--- src/rtl/uart_pkg.sv ---
// Shared definitions for the configurable UART receiver: state encoding,
// parameter defaults and the legal DATA_BITS range.
package uart_pkg;

    localparam int DATA_BITS_DEF  = 8;
    localparam int OVERSAMPLE_DEF = 16;
    localparam int DATA_BITS_MIN  = 5;
    localparam int DATA_BITS_MAX  = 9;

    typedef enum logic [2:0] {
        IDLE,
        START,
        DATA,
        PARITY,
        STOP,
        STOP2
    } rxState_e;

endpackage

--- src/rtl/uart_rx_sampler.sv ---
// Line conditioning for uart_rx_cfg: 2-FF synchronizer, falling-edge detect and,
// with UART_RX_MAJORITY_EN defined, a 2-of-3 majority voter over the last three ticks.
module uart_rx_sampler (
    input  logic clk,
    input  logic rst,
`ifdef UART_RX_MAJORITY_EN
    input  logic tick,
`endif
    input  logic rx,
    output logic rx_s,
    output logic fall,
    output logic bit_val
);

    logic [1:0] sync_q;
    logic       prev_q;

    // Reset to 0 so a line already low at release never looks like a falling edge.
    always_ff @(posedge clk or negedge rst) begin
        if (!rst) begin
            sync_q <= 2'b00;
            prev_q <= 1'b0;
        end else begin
            sync_q <= {sync_q[0], rx};
            prev_q <= sync_q[1];
        end
    end

    assign rx_s = sync_q[1];
    assign fall = prev_q & ~sync_q[1];

`ifdef UART_RX_MAJORITY_EN
    logic [1:0] hist_q;

    always_ff @(posedge clk or negedge rst) begin
        if (!rst) begin
            hist_q <= 2'b00;
        end else if (tick) begin
            hist_q <= {hist_q[0], rx_s};
        end
    end

    assign bit_val = (hist_q[1] & hist_q[0]) | (hist_q[1] & rx_s) | (hist_q[0] & rx_s);
`else
    assign bit_val = rx_s;
`endif

endmodule

--- src/rtl/uart_rx_cfg.sv ---
// Configurable UART receiver (5..9 data bits, optional parity, 1 or 2 stop bits).
// Define UART_RX_MAJORITY_EN to take every bit decision by 2-of-3 majority vote.
module uart_rx_cfg
    import uart_pkg::*;
#(
    parameter int DATA_BITS  = DATA_BITS_DEF,
    parameter int OVERSAMPLE = OVERSAMPLE_DEF
) (
    input  logic                 clk,
    input  logic                 rst,
    input  logic                 tick,
    input  logic                 rx,
    input  logic                 parity_en,
    input  logic                 parity_odd,
    input  logic                 stop2,
    output logic [DATA_BITS-1:0] rx_data,
    output logic                 rx_done,
    output logic                 frame_err,
    output logic                 parity_err,
    output logic                 busy
);

    localparam int TW = $clog2(OVERSAMPLE);
    localparam int BW = $clog2(DATA_BITS);
    localparam logic [TW-1:0] MID_T  = TW'(OVERSAMPLE / 2 - 1);
    localparam logic [TW-1:0] LAST_T = TW'(OVERSAMPLE - 1);
    localparam logic [BW-1:0] LAST_B = BW'(DATA_BITS - 1);

    logic rxS, fall, bitVal;

    rxState_e             state_q, state_d;
    logic [TW-1:0]        tcnt_q, tcnt_d;
    logic [BW-1:0]        bitcnt_q, bitcnt_d;
    logic [DATA_BITS-1:0] shift_q, shift_d;
    logic                 parEn_q, parEn_d, parOdd_q, parOdd_d, stop2_q, stop2_d;
    logic                 ferrPend_q, ferrPend_d, perrPend_q, perrPend_d;
    logic [DATA_BITS-1:0] rxData_q, rxData_d;
    logic                 rxDone_q, rxDone_d, frameErr_q, frameErr_d, parityErr_q, parityErr_d;
    logic                 atSample, finish;

    uart_rx_sampler u_sampler (
        .clk     (clk),
        .rst     (rst),
`ifdef UART_RX_MAJORITY_EN
        .tick    (tick),
`endif
        .rx      (rx),
        .rx_s    (rxS),
        .fall    (fall),
        .bit_val (bitVal)
    );

    always_ff @(posedge clk or negedge rst) begin
        if (!rst) begin
            state_q     <= IDLE;
            tcnt_q      <= '0;
            bitcnt_q    <= '0;
            shift_q     <= '0;
            parEn_q     <= 1'b0;
            parOdd_q    <= 1'b0;
            stop2_q     <= 1'b0;
            ferrPend_q  <= 1'b0;
            perrPend_q  <= 1'b0;
            rxData_q    <= '0;
            rxDone_q    <= 1'b0;
            frameErr_q  <= 1'b0;
            parityErr_q <= 1'b0;
        end else begin
            state_q     <= state_d;
            tcnt_q      <= tcnt_d;
            bitcnt_q    <= bitcnt_d;
            shift_q     <= shift_d;
            parEn_q     <= parEn_d;
            parOdd_q    <= parOdd_d;
            stop2_q     <= stop2_d;
            ferrPend_q  <= ferrPend_d;
            perrPend_q  <= perrPend_d;
            rxData_q    <= rxData_d;
            rxDone_q    <= rxDone_d;
            frameErr_q  <= frameErr_d;
            parityErr_q <= parityErr_d;
        end
    end

    // The start bit is checked at half a bit, every later bit one full bit after the previous.
    always_comb begin
        state_d     = state_q;
        tcnt_d      = tcnt_q;
        bitcnt_d    = bitcnt_q;
        shift_d     = shift_q;
        parEn_d     = parEn_q;
        parOdd_d    = parOdd_q;
        stop2_d     = stop2_q;
        ferrPend_d  = ferrPend_q;
        perrPend_d  = perrPend_q;
        rxData_d    = rxData_q;
        rxDone_d    = 1'b0;
        frameErr_d  = frameErr_q;
        parityErr_d = parityErr_q;
        finish      = 1'b0;
        atSample    = tick && (tcnt_q == ((state_q == START) ? MID_T : LAST_T));

        if (state_q != IDLE && tick) begin
            tcnt_d = atSample ? '0 : tcnt_q + 1'b1;
        end

        unique case (state_q)
            IDLE: begin
                if (fall && !rxS) begin
                    state_d    = START;
                    tcnt_d     = '0;
                    bitcnt_d   = '0;
                    parEn_d    = parity_en;
                    parOdd_d   = parity_odd;
                    stop2_d    = stop2;
                    ferrPend_d = 1'b0;
                    perrPend_d = 1'b0;
                end
            end
            START: begin
                if (atSample) begin
                    state_d = bitVal ? IDLE : DATA;
                end
            end
            DATA: begin
                if (atSample) begin
                    shift_d = {bitVal, shift_q[DATA_BITS-1:1]};
                    if (bitcnt_q == LAST_B) begin
                        state_d = parEn_q ? PARITY : STOP;
                    end else begin
                        bitcnt_d = bitcnt_q + 1'b1;
                    end
                end
            end
            PARITY: begin
                if (atSample) begin
                    perrPend_d = (^shift_q) ^ bitVal ^ parOdd_q;
                    state_d    = STOP;
                end
            end
            STOP: begin
                if (atSample) begin
                    ferrPend_d = ferrPend_q | ~bitVal;
                    state_d    = stop2_q ? STOP2 : IDLE;
                    finish     = !stop2_q;
                end
            end
            STOP2: begin
                if (atSample) begin
                    ferrPend_d = ferrPend_q | ~bitVal;
                    state_d    = IDLE;
                    finish     = 1'b1;
                end
            end
            default: state_d = IDLE;
        endcase

        if (finish) begin
            rxData_d    = shift_q;
            rxDone_d    = 1'b1;
            frameErr_d  = ferrPend_q | ~bitVal;
            parityErr_d = perrPend_q;
        end
    end

    always_comb begin
        busy = (state_q != IDLE);
    end

    assign rx_data    = rxData_q;
    assign rx_done    = rxDone_q;
    assign frame_err  = frameErr_q;
    assign parity_err = parityErr_q;

endmodule
--- config.mk ---
export PLATFORM = sky130hd
export DESIGN_NAME = uart_rx_cfg
export DESIGN_NICKNAME = d
export VERILOG_FILES = /design/src/rtl/uart_pkg.sv /design/src/rtl/uart_rx_sampler.sv /design/src/rtl/uart_rx_cfg.sv
export SDC_FILE = /design/constraint.sdc
export NUM_CORES = 1
export LEC_CHECK = 0
export BUFFER_PORTS_ARGS = -buffer_cell sky130_fd_sc_hd__buf_2
export CAP_MARGIN = 40
export CORE_MARGIN = 1
export CORE_UTILIZATION = 45
export DETAILED_ROUTE_END_ITERATION = 12
export GPL_ROUTABILITY_DRIVEN = 0
export PLACE_DENSITY = 0.6
export SYNTH_ARGS = -nofsm -noshare
export SYNTH_HDL_FRONTEND = slang
export SYNTH_SLANG_ARGS = --single-unit
--- constraint.sdc ---
create_clock -name clk -period 2.55 [get_ports clk]
set_clock_uncertainty 0.15 [all_clocks]
set_input_delay 0.1275 -clock clk [delete_from_list [all_inputs] [get_ports clk]]
set_output_delay 0.1275 -clock clk [all_outputs]
set_load 0.01 [all_outputs]
==> results of run 1 <==
[stage by stage]
| stage | std cells | power, mW | utilization (%) | area [um^2] |
|---|---|---|---|---|
| after floorplan | 153 | 1.219 | - | 1792 |
| after global placement | 215 | 1.314 | 51.14 | 1914 |
| after detailed placement | 215 | 1.336 | 51.14 | 1914 |
| after CTS | 228 | 1.751 | 55.05 | 2061 |
| after global routing | 228 | 1.856 | 55.05 | 2061 |
| final | 228 | 1.737 | 55.05 | 2061 |
[layer usage]
metal  track usage (%)  up-vias
li1                  -      609
met1             21.18      611
met2             34.51       21
met3             5.556        7
met4             6.793        0
met5                 0        -
[area by class of cell]
class / instances / area [um^2]
sequential: 37 / 925.9
fill: 360 / 1683
tap: 48 / 60.06
timing repair buffer: 25 / 157.7
clock buffer: 7 / 86.33
inverter: 8 / 30.03
multi-input combinational: 103 / 800.8
[worst register-to-register path, cell delays in order, from the launching register on]
cell,delay [ns]
dfrtp_1,0.39
ha_1,0.21
and3_1,0.24
nand2_1,0.15
a211oi_2,0.18
buf_4,0.23
mux2_2,0.35
[logic make-up (layout without fill, tap and decap cells)]
group           after synthesis  in the layout  share of synthesized area [%]
compound gates               32             32                          13.69
xor+xnor                     10             10                          5.657
fa+ha+maj                     3              3                          2.095
buf+inv                      13             40                          3.631
flops                        37             37                          51.68
mux                          18             18                          11.24
simple gates                 40             40                          12.01
[synthesized netlist by cell type]
library cell,number,area (um^2)
nor2_1,6,22.52
o41ai_1,2,17.52
nand2b_1,2,12.51
a31o_1,3,26.28
o21ai_0,4,20.02
ha_1,3,37.54
o211ai_1,2,15.01
o311a_1,1,10.01
inv_2,1,3.750
nor2_4,1,11.26
mux2_2,17,191.4
xor2_1,2,17.52
and4_1,1,8.760
clkbuf_1,2,7.510
a22oi_1,1,7.510
o31ai_1,1,7.510
a21oi_1,6,30.03
mux2i_1,1,10.01
xnor3_1,1,22.52
nand4b_1,1,8.760
and2_1,1,6.260
o32ai_1,1,8.760
dfrtp_1,37,925.9
or2_4,1,8.760
buf_2,1,5.000
buf_6,2,22.52
xnor2_1,7,61.31
nor3b_1,1,7.510
a211oi_4,1,20.02
nor3_1,2,10.01
or3b_4,1,11.26
nor3_2,1,10.01
a21o_1,3,22.52
o22ai_1,2,12.51
nand3_1,4,20.02
nand2_1,14,52.55
nor2b_1,2,12.51
nand4_1,1,6.260
and3_1,1,6.260
inv_1,7,26.28
a2111oi_0,3,26.28
a211oi_2,1,12.51
o22a_1,1,8.760
[power by group]
group | total [mW] | leakage, nW | internal, mW | switching (mW)
sequential | 0.865 | 0.479 | 0.700 | 0.166
clock | 0.406 | 0.0443 | 0.214 | 0.191
combinational | 0.466 | 0.462 | 0.218 | 0.248
[worst max-delay path by stage]
| stage | cells past startpoint | endpoint | slack, ns | start |
|---|---|---|---|---|
| 6_report | 6 | rx_data[7] | 0.53 | tcnt_q[0] |
| 5_1_grt | 6 | rx_data[7] | 0.36 | tcnt_q[0] |
| 4_1_cts | 6 | rx_data[7] | 0.52 | tcnt_q[0] |
| 3_5_place_dp | 6 | rx_data[7] | 0.55 | tcnt_q[0] |
| 3_3_place_gp | 6 | rx_data[2] | 0.58 | tcnt_q[0] |
| 2_1_floorplan | 6 | parity_err | 0.70 | tcnt_q[0] |
[timing repair]
item,in CTS,in global routing
endpoints found under the setup margin,0,0
hold buffers,6,0
endpoints found under the hold margin,42,0
[sequential cells by signal (all words and copies together), names as in the netlist, 2 cells and up]
signal / cells
rx_data: 8
u_sampler.sync_q: 2
tcnt_q: 4
bitcnt_q: 3
shift_q: 8
state_q: 3
==> run metrics, run 1 <==
largest net degree at the start of global routing=38; Port Buf Inserts=18; TritonCTS Buffers=5; Post CTS Setup Buffer Count=0; synthesized area per cell=11.71 um^2; Reg-to-Reg End=rx_data[7]; RSZ-0062 raised after global routing=no; detail-routed via count per cell=5.474; Largest delay share family, worst path=flip-flops; leading cell types in the layout, fill and taps excluded=dfrtp_1 (37), buf_2 (18), mux2_2 (17); IO Pins=19; initial antenna violation count=0; # setup viols final=0; fmax=0.4947 GHz; worst hold start=u_sampler.sync_q[0]; Period Utilization, post-route=79.26%; sequential area share after synthesis=between 50% and 60%; initial drt markers=51; Critical Path Sink Type=flip-flop; # clock sinks=37; root buf cell=clkbuf_8; post-route ant nets=0; Gate Count Post-Synth=153; vias=1248; WP data required=between 2 and 3 ns; setup TNS=0 ns; net count after synthesis=between 150 and 200; htree depth=2; power density over the cells=~840 nW/um^2; worst r2r src=tcnt_q[0]; length of routed wiring on met1=between 1 and 1.5 mm; Die ar.=between 4000 and 5000 um^2; Hold WS=approximately 0.22 ns; Crit Path Max Fanout=11; Starting Density=47.86%; Congestion Overflow GR=0; Synth Warn #=0; floorplan row count=22; area growth from synthesis to layout=15.01%; Max Cap Viol=0; WP buf/inv=1; clk slew on worst S/H paths=0.07 ns; # DRC=0; Max Root-Sink Buffers=2; Worst-Margin Slew=slightly below 0.8 ns; DR pass1 iterations=4; Core ar.=~3700 um^2; status=finished clean; min-delay worst type=flip-flop to flip-flop; crit-path cells=ha_1 > and3_1 > nand2_1 > a211oi_2 > buf_4 > mux2_2; hold path cells=0; CP Launch Type=flip-flop; met3 wire len=133 um; Top Layer Used=met4; final-report hold violation count=0; VDD IR max=between 0.4 and 0.5 mV; slew margin rel.=46.99%; final setup margin=0.5288 ns; CTS tree=built; worst reg-to-reg path cell count=6; critical setup path kind=flip-flop to flip-flop; Met2 Wirelength=1.863 mm; # diodes=0; share of layout cells above drive strength 1=~27%; Routed WL=3.473 mm; total track usage=19.08%; first-pass GRT wire length=5.961 mm; most common cell after layout, fill and taps aside=dfrtp_1; chip width=65.10 um; Max Slew Vio Count=0; post-cts resize count=0; Max stage delay on crit path=between 0.3 and 0.4 ns; Post-DP HPWL=2.421 mm; Die Y=65.10 um; Worst-Skew Late Latency=0.29 ns; nets@finish=190; Max stage delay cell, worst path=dfrtp_1; vias in the first global route=1289; fin crit period=2.021 ns; R2R setup slack=between 0.5 and 0.6 ns; Synth Cell Area=~1800 um^2; hold path endpoint=u_sampler.sync_q[1]; Arrival @ worst endpoint=2.04 ns; routed length per instance=15.23 um; Place WS=0.5454 ns; #FFs+latches synth=37; Cell variety after synth=43; Leakage=0.9848 nW
Note: power is estimated with default switching activity, not from simulation.
==> run 2: changes to the inputs <==
==> constraint.sdc (replaced) <==
create_clock -name clk -period 2 [get_ports clk]
set_clock_uncertainty 0.15 [all_clocks]
set_input_delay 0.1 -clock clk [delete_from_list [all_inputs] [get_ports clk]]
set_output_delay 0.1 -clock clk [all_outputs]
set_load 0.01 [all_outputs]
==> run 2 against run 1 <==
Net effect:
- core utilization is 2.3 points higher
- sequential share of layout area is 1.8 points lower
- fmax is 6.0% higher
- worst setup slack worse by 0.44 ns
- die area stayed put
- register-to-register slack worse by 0.44 ns
- non-clock buffer count is 9 higher
==> run metrics, run 2 (same netlist as run 1, synthesis figures left out) <==
status=finished clean; Pwr Total=about 2.3 mW; routed length per instance=roughly 15 um; htree depth=2; first-pass GRT wire length=approximately 6.2 mm; DR pass1 iterations=4; Post-DP HPWL=between 2 and 3 mm; slew margin rel.=between 40% and 50%; # DRC=0; Worst Setup SP=state_q[0]; Hold WS=0.2195 ns; RSZ-0062 raised after global routing=yes; VDD IR max=0.4900 mV; WP buf/inv=1; worst r2r src=state_q[0]; final instance area=2146 um^2; Max Slew Vio Count=0; # clock sinks=37; worst reg-to-reg path cell count=5; nets@finish=199; Arrival @ worst endpoint=between 1.5 and 2 ns; CP Launch Type=flip-flop; initial drt markers=106; final setup margin=0.09311 ns; floorplan row count=22; Place WS=0.004083 ns; Core ar.=3744 um^2; dpl cells=221; Period Utilization, post-route=a little over nine tenths; R2R setup slack=0.09 ns; vias in the first global route=1288; Max stage delay cell, worst path=dfrtp_1; Max stage delay on crit path=0.54 ns; detail-routed via count per cell=5.397; Port Buf Inserts=18; Reg-to-Reg End=bitcnt_q[0]; Critical Path Sink Type=flip-flop; fill count=between 300 and 400; Worst-Margin Slew=~0.80 ns; CTS tree=built; Register Area=925.9 um^2; clk slew on worst S/H paths=0.07 ns; Starting Density=47.86%; Crit Path Max Fanout=14; IO Pins=19; Worst-Skew Late Latency=0.28 ns; worst hold start=u_sampler.sync_q[0]; initial antenna violation count=0; most common cell after layout, fill and taps aside=dfrtp_1; post-route ant nets=0; critical setup path kind=flip-flop to flip-flop; TritonCTS Buffers=5; Max Cap Viol=0; WP data required=2.07 ns; total track usage=19.51%; leading cell types in the layout, fill and taps excluded=dfrtp_1 (37), buf_2 (18), mux2_2 (17); area growth from synthesis to layout=19.76%; Die ar.=4238 um^2; Congestion Overflow GR=0; hold path cells=0; Routed WL=3.604 mm; fmax=0.5244 GHz; Non-Filler Instances=about 240; area of the multi-input gates=818.3 um^2; crit-path cells=nor3_2 > inv_2 > or2_4 > a211oi_4 > a31o_1; placed inst area=1959 um^2; Leakage=1.028 nW; # diodes=0; power density over the cells=1062 nW/um^2; fin crit period=~1.9 ns; hold path endpoint=u_sampler.sync_q[1]; root buf cell=clkbuf_8; min-delay worst type=flip-flop to flip-flop; vias=1279; # setup viols final=0; Largest delay share family, worst path=simple AND/OR/NAND/NOR gates; share of layout cells above drive strength 1=31.75%; Max Root-Sink Buffers=2; chip width=65.10 um; Die Y=65.10 um; final-report hold violation count=0; largest net degree at the start of global routing=38
[run 2: worst max-delay path by stage]
stage | endpoint | depth (start not counted) | slack, ns
floorplan | parity_err | 6 | 0.15
global placement | rx_data[7] | 6 | 0.05
detailed placement | rx_data[4] | 6 | 0.004
CTS | rx_data[4] | 6 | 0.02
global route | bitcnt_q[0] | 5 | -0.01
finish | bitcnt_q[0] | 5 | 0.09
[run 2: stage by stage]
step / TNS, ns / util [%]
6_report: 0 / 57.32
5_1_grt: -0.01330 / 57.32
3_3_place_gp: 0 / 52.34
3_5_place_dp: 0 / 52.34
2_1_floorplan: 0 / -
4_1_cts: 0 / 56.85
[run 2: final cells by class]
class	instances	share of cell area [%]
clock buffer	7	4.023
inverter	8	1.399
timing repair buffer	34	10.50
multi-input combinational	103	38.13
sequential	37	43.15
tap	48	2.799
[run 2: layer usage]
layer / track usage [%] / wire [um] / vias to the layer above
li1: - / - / 620
met1: 23.17 / 1553 / 636
met2: 34.38 / 1917 / 21
met3: 4.340 / 104 / 2
met4: 7.337 / 29 / 0
met5: 0 / 0 / -
[run 2: where the power goes]
group	switching, mW	internal [mW]	total, mW
Sequential	0.194	0.893	1.09
Combinational	0.356	0.336	0.692
Clock	0.227	0.273	0.500
Total	0.777	1.50	2.28
[run 2: timing repair]
| action | 4_1_cts | 5_1_grt |
|---|---|---|
| endpoints found under the hold margin | 42 | 0 |
| setup endpoints to repair | 5 | 17 |
| setup buffers | 2 | 1 |
| resized for setup | 2 | 1 |
| hold buffers | 6 | 0 |
| pin swaps | 1 | 1 |
